$ cat config.mk
export PLATFORM = sky130hd
export DESIGN_NAME = multi_clock_gen
export DESIGN_NICKNAME = d
export VERILOG_FILES = /design/src/rtl/clkgen_pkg.sv /design/src/rtl/clkgen_chan.sv /design/src/rtl/multi_clock_gen.sv
export SDC_FILE = /design/constraint.sdc
export NUM_CORES = 1
export LEC_CHECK = 0
export CORE_MARGIN = 2
export CORE_UTILIZATION = 25
export DETAILED_ROUTE_END_ITERATION = 10
export GPL_TIMING_DRIVEN = 0
export SLEW_MARGIN = 10
export SYNTH_ARGS = -nofsm -noshare
export SYNTH_HDL_FRONTEND = slang
export SYNTH_SLANG_ARGS = --single-unit
$ cat constraint.sdc
create_clock -name clk -period 20 [get_ports clk]
set_clock_uncertainty 0.1 [all_clocks]
set_input_delay 4 -clock clk [delete_from_list [all_inputs] [get_ports clk]]
set_output_delay 4 -clock clk [all_outputs]
set_load 0.01 [all_outputs]
$ cat src/rtl/clkgen_pkg.sv
// clkgen_pkg: shared widths, select-width helper and per-channel state record for multi_clock_gen.
package clkgen_pkg;
  localparam int CW_DEF = 32;
  localparam int CW_MAX = 32;
  function automatic int clog2_min1(input int n);
    return (n <= 1) ? 1 : $clog2(n);
  endfunction
  typedef struct packed {
    logic [CW_MAX-1:0] cnt;
    logic [CW_MAX-1:0] half_hi;
    logic [CW_MAX-1:0] half_lo;
    logic [CW_MAX-1:0] pend_hi;
    logic [CW_MAX-1:0] pend_lo;
    logic              pend_vld;
    logic              lvl;
  } chan_st_t;
endpackage

$ cat src/rtl/clkgen_chan.sv
// clkgen_chan: one divider channel with pending half-period registers applied at the next toggle.
module clkgen_chan
  import clkgen_pkg::*;
#(
  parameter int            CW       = CW_DEF,
  parameter logic [CW-1:0] DEF_HALF = CW'(1),
  parameter logic          CLK_INIT = 1'b1
) (
  input  logic          clk,
  input  logic          rst,
  input  logic          en,
  input  logic          sync,
  input  logic          wr,
  input  logic [CW-1:0] hi,
  input  logic [CW-1:0] lo,
  output logic          clk_out,
  output logic          tick
);
  chan_st_t s, s_n;
  logic tick_n, done;
  logic [CW_MAX-1:0] w_hi, w_lo, cur;
  always_comb begin
    w_hi = (hi == '0) ? CW_MAX'(1) : CW_MAX'(hi);
    w_lo = (lo == '0) ? CW_MAX'(1) : CW_MAX'(lo);
    cur = s.lvl ? s.half_hi : s.half_lo;
    done = s.cnt >= cur - CW_MAX'(1);
    s_n = s;
    tick_n = 1'b0;
    if (sync) begin
      s_n.cnt = '0;
      s_n.lvl = CLK_INIT;
      s_n.half_hi = wr ? w_hi : s.pend_vld ? s.pend_hi : s.half_hi;
      s_n.half_lo = wr ? w_lo : s.pend_vld ? s.pend_lo : s.half_lo;
      s_n.pend_vld = 1'b0;
    end else begin
      if (en) begin
        s_n.cnt = done ? '0 : s.cnt + CW_MAX'(1);
        s_n.lvl = s.lvl ^ done;
        tick_n = done & ~s.lvl;
      end
      // frozen channels take a pending value at once and restart their half
      if (s.pend_vld && (done || !en)) begin
        s_n.half_hi = s.pend_hi;
        s_n.half_lo = s.pend_lo;
        s_n.pend_vld = 1'b0;
        s_n.cnt = '0;
      end
      if (wr) begin
        s_n.pend_hi = w_hi;
        s_n.pend_lo = w_lo;
        s_n.pend_vld = 1'b1;
      end
    end
  end
  always_ff @(posedge clk or posedge rst) begin
    if (rst) begin
      s <= '{cnt: '0, half_hi: CW_MAX'(DEF_HALF), half_lo: CW_MAX'(DEF_HALF),
             pend_hi: CW_MAX'(DEF_HALF), pend_lo: CW_MAX'(DEF_HALF), pend_vld: 1'b0, lvl: CLK_INIT};
      tick <= 1'b0;
    end else begin
      s <= s_n;
      tick <= tick_n;
    end
  end
  assign clk_out = s.lvl;
endmodule

$ cat src/rtl/multi_clock_gen.sv
// multi_clock_gen: CH programmable clock/tick channels with write decode and shared sync.
// Define CLKGEN_DUTY_EN for separate high/low half-periods (adds the div_lo port).
module multi_clock_gen
  import clkgen_pkg::*;
#(
  parameter int            CLK_HZ   = 27_000_000,
  parameter int            CH       = 4,
  parameter int            CW       = CW_DEF,
  parameter logic [CW-1:0] DEF_HALF = CW'(CLK_HZ / 20),
  parameter logic          CLK_INIT = 1'b1,
  localparam int           SW       = clog2_min1(CH)
) (
  input  logic          clk,
  input  logic          rst,
  input  logic [CH-1:0] en,
  input  logic          sync,
  input  logic          div_wr,
  input  logic [SW-1:0] div_sel,
  input  logic [CW-1:0] div_val,
`ifdef CLKGEN_DUTY_EN
  input  logic [CW-1:0] div_lo,
`endif
  output logic [CH-1:0] clk_out,
  output logic [CH-1:0] tick
);
  logic [CW-1:0] lo_val;
`ifdef CLKGEN_DUTY_EN
  assign lo_val = div_lo;
`else
  assign lo_val = div_val;
`endif
  for (genvar i = 0; i < CH; i++) begin : g_ch
    clkgen_chan #(.CW(CW), .DEF_HALF(DEF_HALF), .CLK_INIT(CLK_INIT)) u_chan (
      .clk     (clk),
      .rst     (rst),
      .en      (en[i]),
      .sync    (sync),
      .wr      (div_wr && div_sel == SW'(i)),
      .hi      (div_val),
      .lo      (lo_val),
      .clk_out (clk_out[i]),
      .tick    (tick[i])
    );
  end
endmodule

==> reports/results.txt <==
status: complete, no violations
Synth area leader: dfrtp_1
global-route wire length before repair: 99.0 mm
IO Pins: 50
routed wire length: 62.7 mm
Hold Path Class: reg -> reg
CP peak stage delay: 0.82 ns
overall die area: 94,200 um2
worst slew pin tran: 1.17 ns
CP Cell Sequence: clkdlybuf4s50_1, buf_2, clkbuf_1, clkbuf_1, nor2_1, clkbuf_1, mux2_2
hold path depth: 2
crit path max fanout: 10
sequential fraction of the synthesis area: 43.6%
CTS tree: yes
PD cells: 93.5 nW/um2
worst endpoint data arrival time: 7.77 ns
Detailed Route Iter0 Violations: 1,128
non-filler cells, final: 3,546
Main synth FF type: dfrtp_1
Post-Synthesis Cell Area: 22,900 um2
Reg2Reg Depth: 16
total number of vias: 17.6k
async set-reset flop share out of synthesis: 100%
remaining antenna violation count: 0
minimum clock period: 7.42 ns
num rows: 111
Die Y: 307 um
worst rel slew slack: 21.1%
crit path buf inv count: 5
Avg Cell Area, Syn: 10.3 um2
# H-tree levels: 2
number of global-route vias before repair: 17.0k
peak supply drop: 0.0000524 V
RSZ-0062 raised after global routing: no
Synthesized Nets: 2,415
port bufs: 39
Initial Util: 25.1%
most common cell in the netlist: dfrtp_1
Fin. Hold Viols: 0
sink of the worst hold path: g_ch[3].u_chan.s[34]$_DFFE_PP0P_
Critical Path RT: 20.35 ns
clk_lat worst skew: 0.59 ns
Worst R2R Setup Slack: 14.30 ns
gpl congestion: 0.796
Post-synth top cells: 320 x dfrtp_1, 205 x nor2_1, 140 x ha_1
Cells after Synth: 2,233
maxcap violations: 0
Routed WL per cell: 17.7 um
CP Class: in -> reg
gr usage total: 13.2%
Clock Pin Slew Worst Setup and Hold Paths: 0.06 ns
ranking of synthesized cells by area: dfrtp_1 35%, dfstp_2 8.7%, ha_1 7.6%, mux2_2 6.2%, xnor2_1 4.5%
Slowest-stage cell, CP: clkbuf_1
Post-CTS Hold Fix Bufs: 0
Core ar.: 91,200 um2
post-synthesis cell type count: 77
r2r endpoint: g_ch[0].u_chan.s[132]$_DFFE_PP0P_
# setup viols final: 0
Slew Limit Fails: 0
Setup crit end kind: register
Static Leak: 0.0108 uW
number of setup buffers added after CTS: 0
largest net degree at the start of global routing: 116
most used cell, CP: clkbuf_1
Reg-to-Reg Start: g_ch[0].u_chan.s[76]$_DFFE_PP0P_
TritonRoute pass-1 iters: 7
post-synthesis register bit count: 396
CP Launch Type: input port
dpl ws: 11.94 ns
NumNets Final: 2,504
top cell family by delay on the critical path: buffers and inverters
DRC violations left: 0
dpl hpwl: 44.8 mm
initial antenna violation count: 5
hold_sp: g_ch[3].u_chan.s[34]$_DFFE_PP0P_
Ys Warns: 0
Num CTS Buffers: 45
Post-Place Cells: 3,461
post-synth top area share: 34.9%
vias per cell: 4.97
gr ovfl total: 0
clk sinks: 396
die width: 307 um
Root Buffer: clkbuf_16
fin crit share: 37.1%
cts repair resizes: 0
fmax: 135 MHz
proportion of layout cells with a drive suffix above 1: 14.5%
worst setup margin: 12.58 ns
Post-synth EDFFs: 0
Area Overhead vs Synth: 15.5%
Clock Path Buffers: 3
# fillers: 9,477
==> worst reg2reg max path, delay by kind of cell, from the launching register on <==
family / cells / cell delay, ns
xor gates and xnor gates: 1 / 0.14
DFF: 1 / 0.44
adders and majority gates: 1 / 0.26
buffers and inverters: 2 / 0.77
AOI/OAI and AO/OA: 4 / 1.05
and+or+nand+nor: 8 / 2.87
==> area by class of cell <==
type                    count  area [um2]  share of cell area (%)
repair buffers             42         473                    1.78
inverters                  38         150                   0.566
clock buffers              65        1290                    4.87
well taps                1186        1480                    5.60
multi-input cells        1682       12300                    46.3
plain buffers             117         527                    1.99
diodes                      2        5.00                  0.0189
flip-flops and latches    396       10000                    37.7
clock inverters            18         303                    1.14
==> flip-flops by register name, summed over array words and instances (netlist names) <==
signal and flops:
g_ch.u_chan.s 388, g_ch.u_chan.tick 4, g_ch.u_chan.clk_out 4
==> metal layers <==
layer	GRT usage [%]	vias up	part of all wire, %
met1	18.8	8762	48
li1	-	8431	-
met5	0	-	0.046
met2	20.5	349	45
met3	2.53	85	5.5
met4	3.13	4	1.9
==> worst max-delay path by stage <==
stage	start	to	slack, ns	cells after the start
after floorplan	rst	g_ch[0].u_chan.s[130]$_DFFE_PP0P_	5.01	1
after detailed placement	sync	g_ch[0].u_chan.s[68]$_DFFE_PP0P_	11.94	7
after CTS	sync	g_ch[0].u_chan.s[68]$_DFFE_PP0P_	12.54	7
after global routing	sync	g_ch[2].u_chan.s[36]$_DFFE_PP0P_	12.43	7
after global placement	rst	g_ch[1].u_chan.tick$_DFF_PP0_	-0.41	2
final	sync	g_ch[2].u_chan.s[43]$_DFFE_PP0P_	12.58	7
==> cells in the final DEF (no fill, tap or decap), types with 38 or more instances in the layout <==
cell | synthesis | final
ha_1 | 140 | 140
a221o_1 | 96 | 96
clkdlybuf4s50_1 | 0 | 39
nor3_1 | 61 | 61
and3_1 | 38 | 38
clkbuf_1 | 81 | 92
xnor2_1 | 118 | 118
xor2_1 | 89 | 89
clkbuf_16 | 0 | 45
mux2_2 | 126 | 126
nand4_1 | 49 | 49
dfstp_2 | 76 | 76
nor2_1 | 205 | 205
nand3_1 | 56 | 56
a21oi_1 | 111 | 111
dfrtp_1 | 320 | 320
nand2_1 | 136 | 136
and2_1 | 42 | 42
a22o_1 | 94 | 94
==> power breakdown <==
group	total [uW]	internal, uW	leakage, uW	switching (uW)
logic	469	244	0.00514	225
registers	1110	963	0.00486	148
clock network	899	552	0.000778	348
total	2480	1760	0.0108	720
==> cell families (layout without fill, tap and decap cells) <==
family / Yosys count / after routing / synth area share, %
buffers and inverters: 155 / 280 / 2.92
AOI/OAI and AO/OA: 461 / 461 / 15.1
other: 0 / 2 / 0
DFF: 396 / 396 / 43.6
and+or+nand+nor: 747 / 747 / 16.7
xor gates and xnor gates: 207 / 207 / 7.90
adders and majority gates: 140 / 140 / 7.63
muxes: 127 / 127 / 6.23
==> through the flow <==
step	power, uW	hold WS, ns	setup TNS, ns	util [%]	area, um2
after global routing	2620	0.397	0	29.0	26500
after detailed placement	1600	0.377	0	27.3	24900
after floorplan	1450	0.351	0	-	22900
after global placement	1580	0.367	-111.54	27.2	24800
final	2480	0.391	0	29.1	26500
after CTS	2510	0.390	0	29.0	26500
No activity file was read; power rests on OpenSTA's default activity.
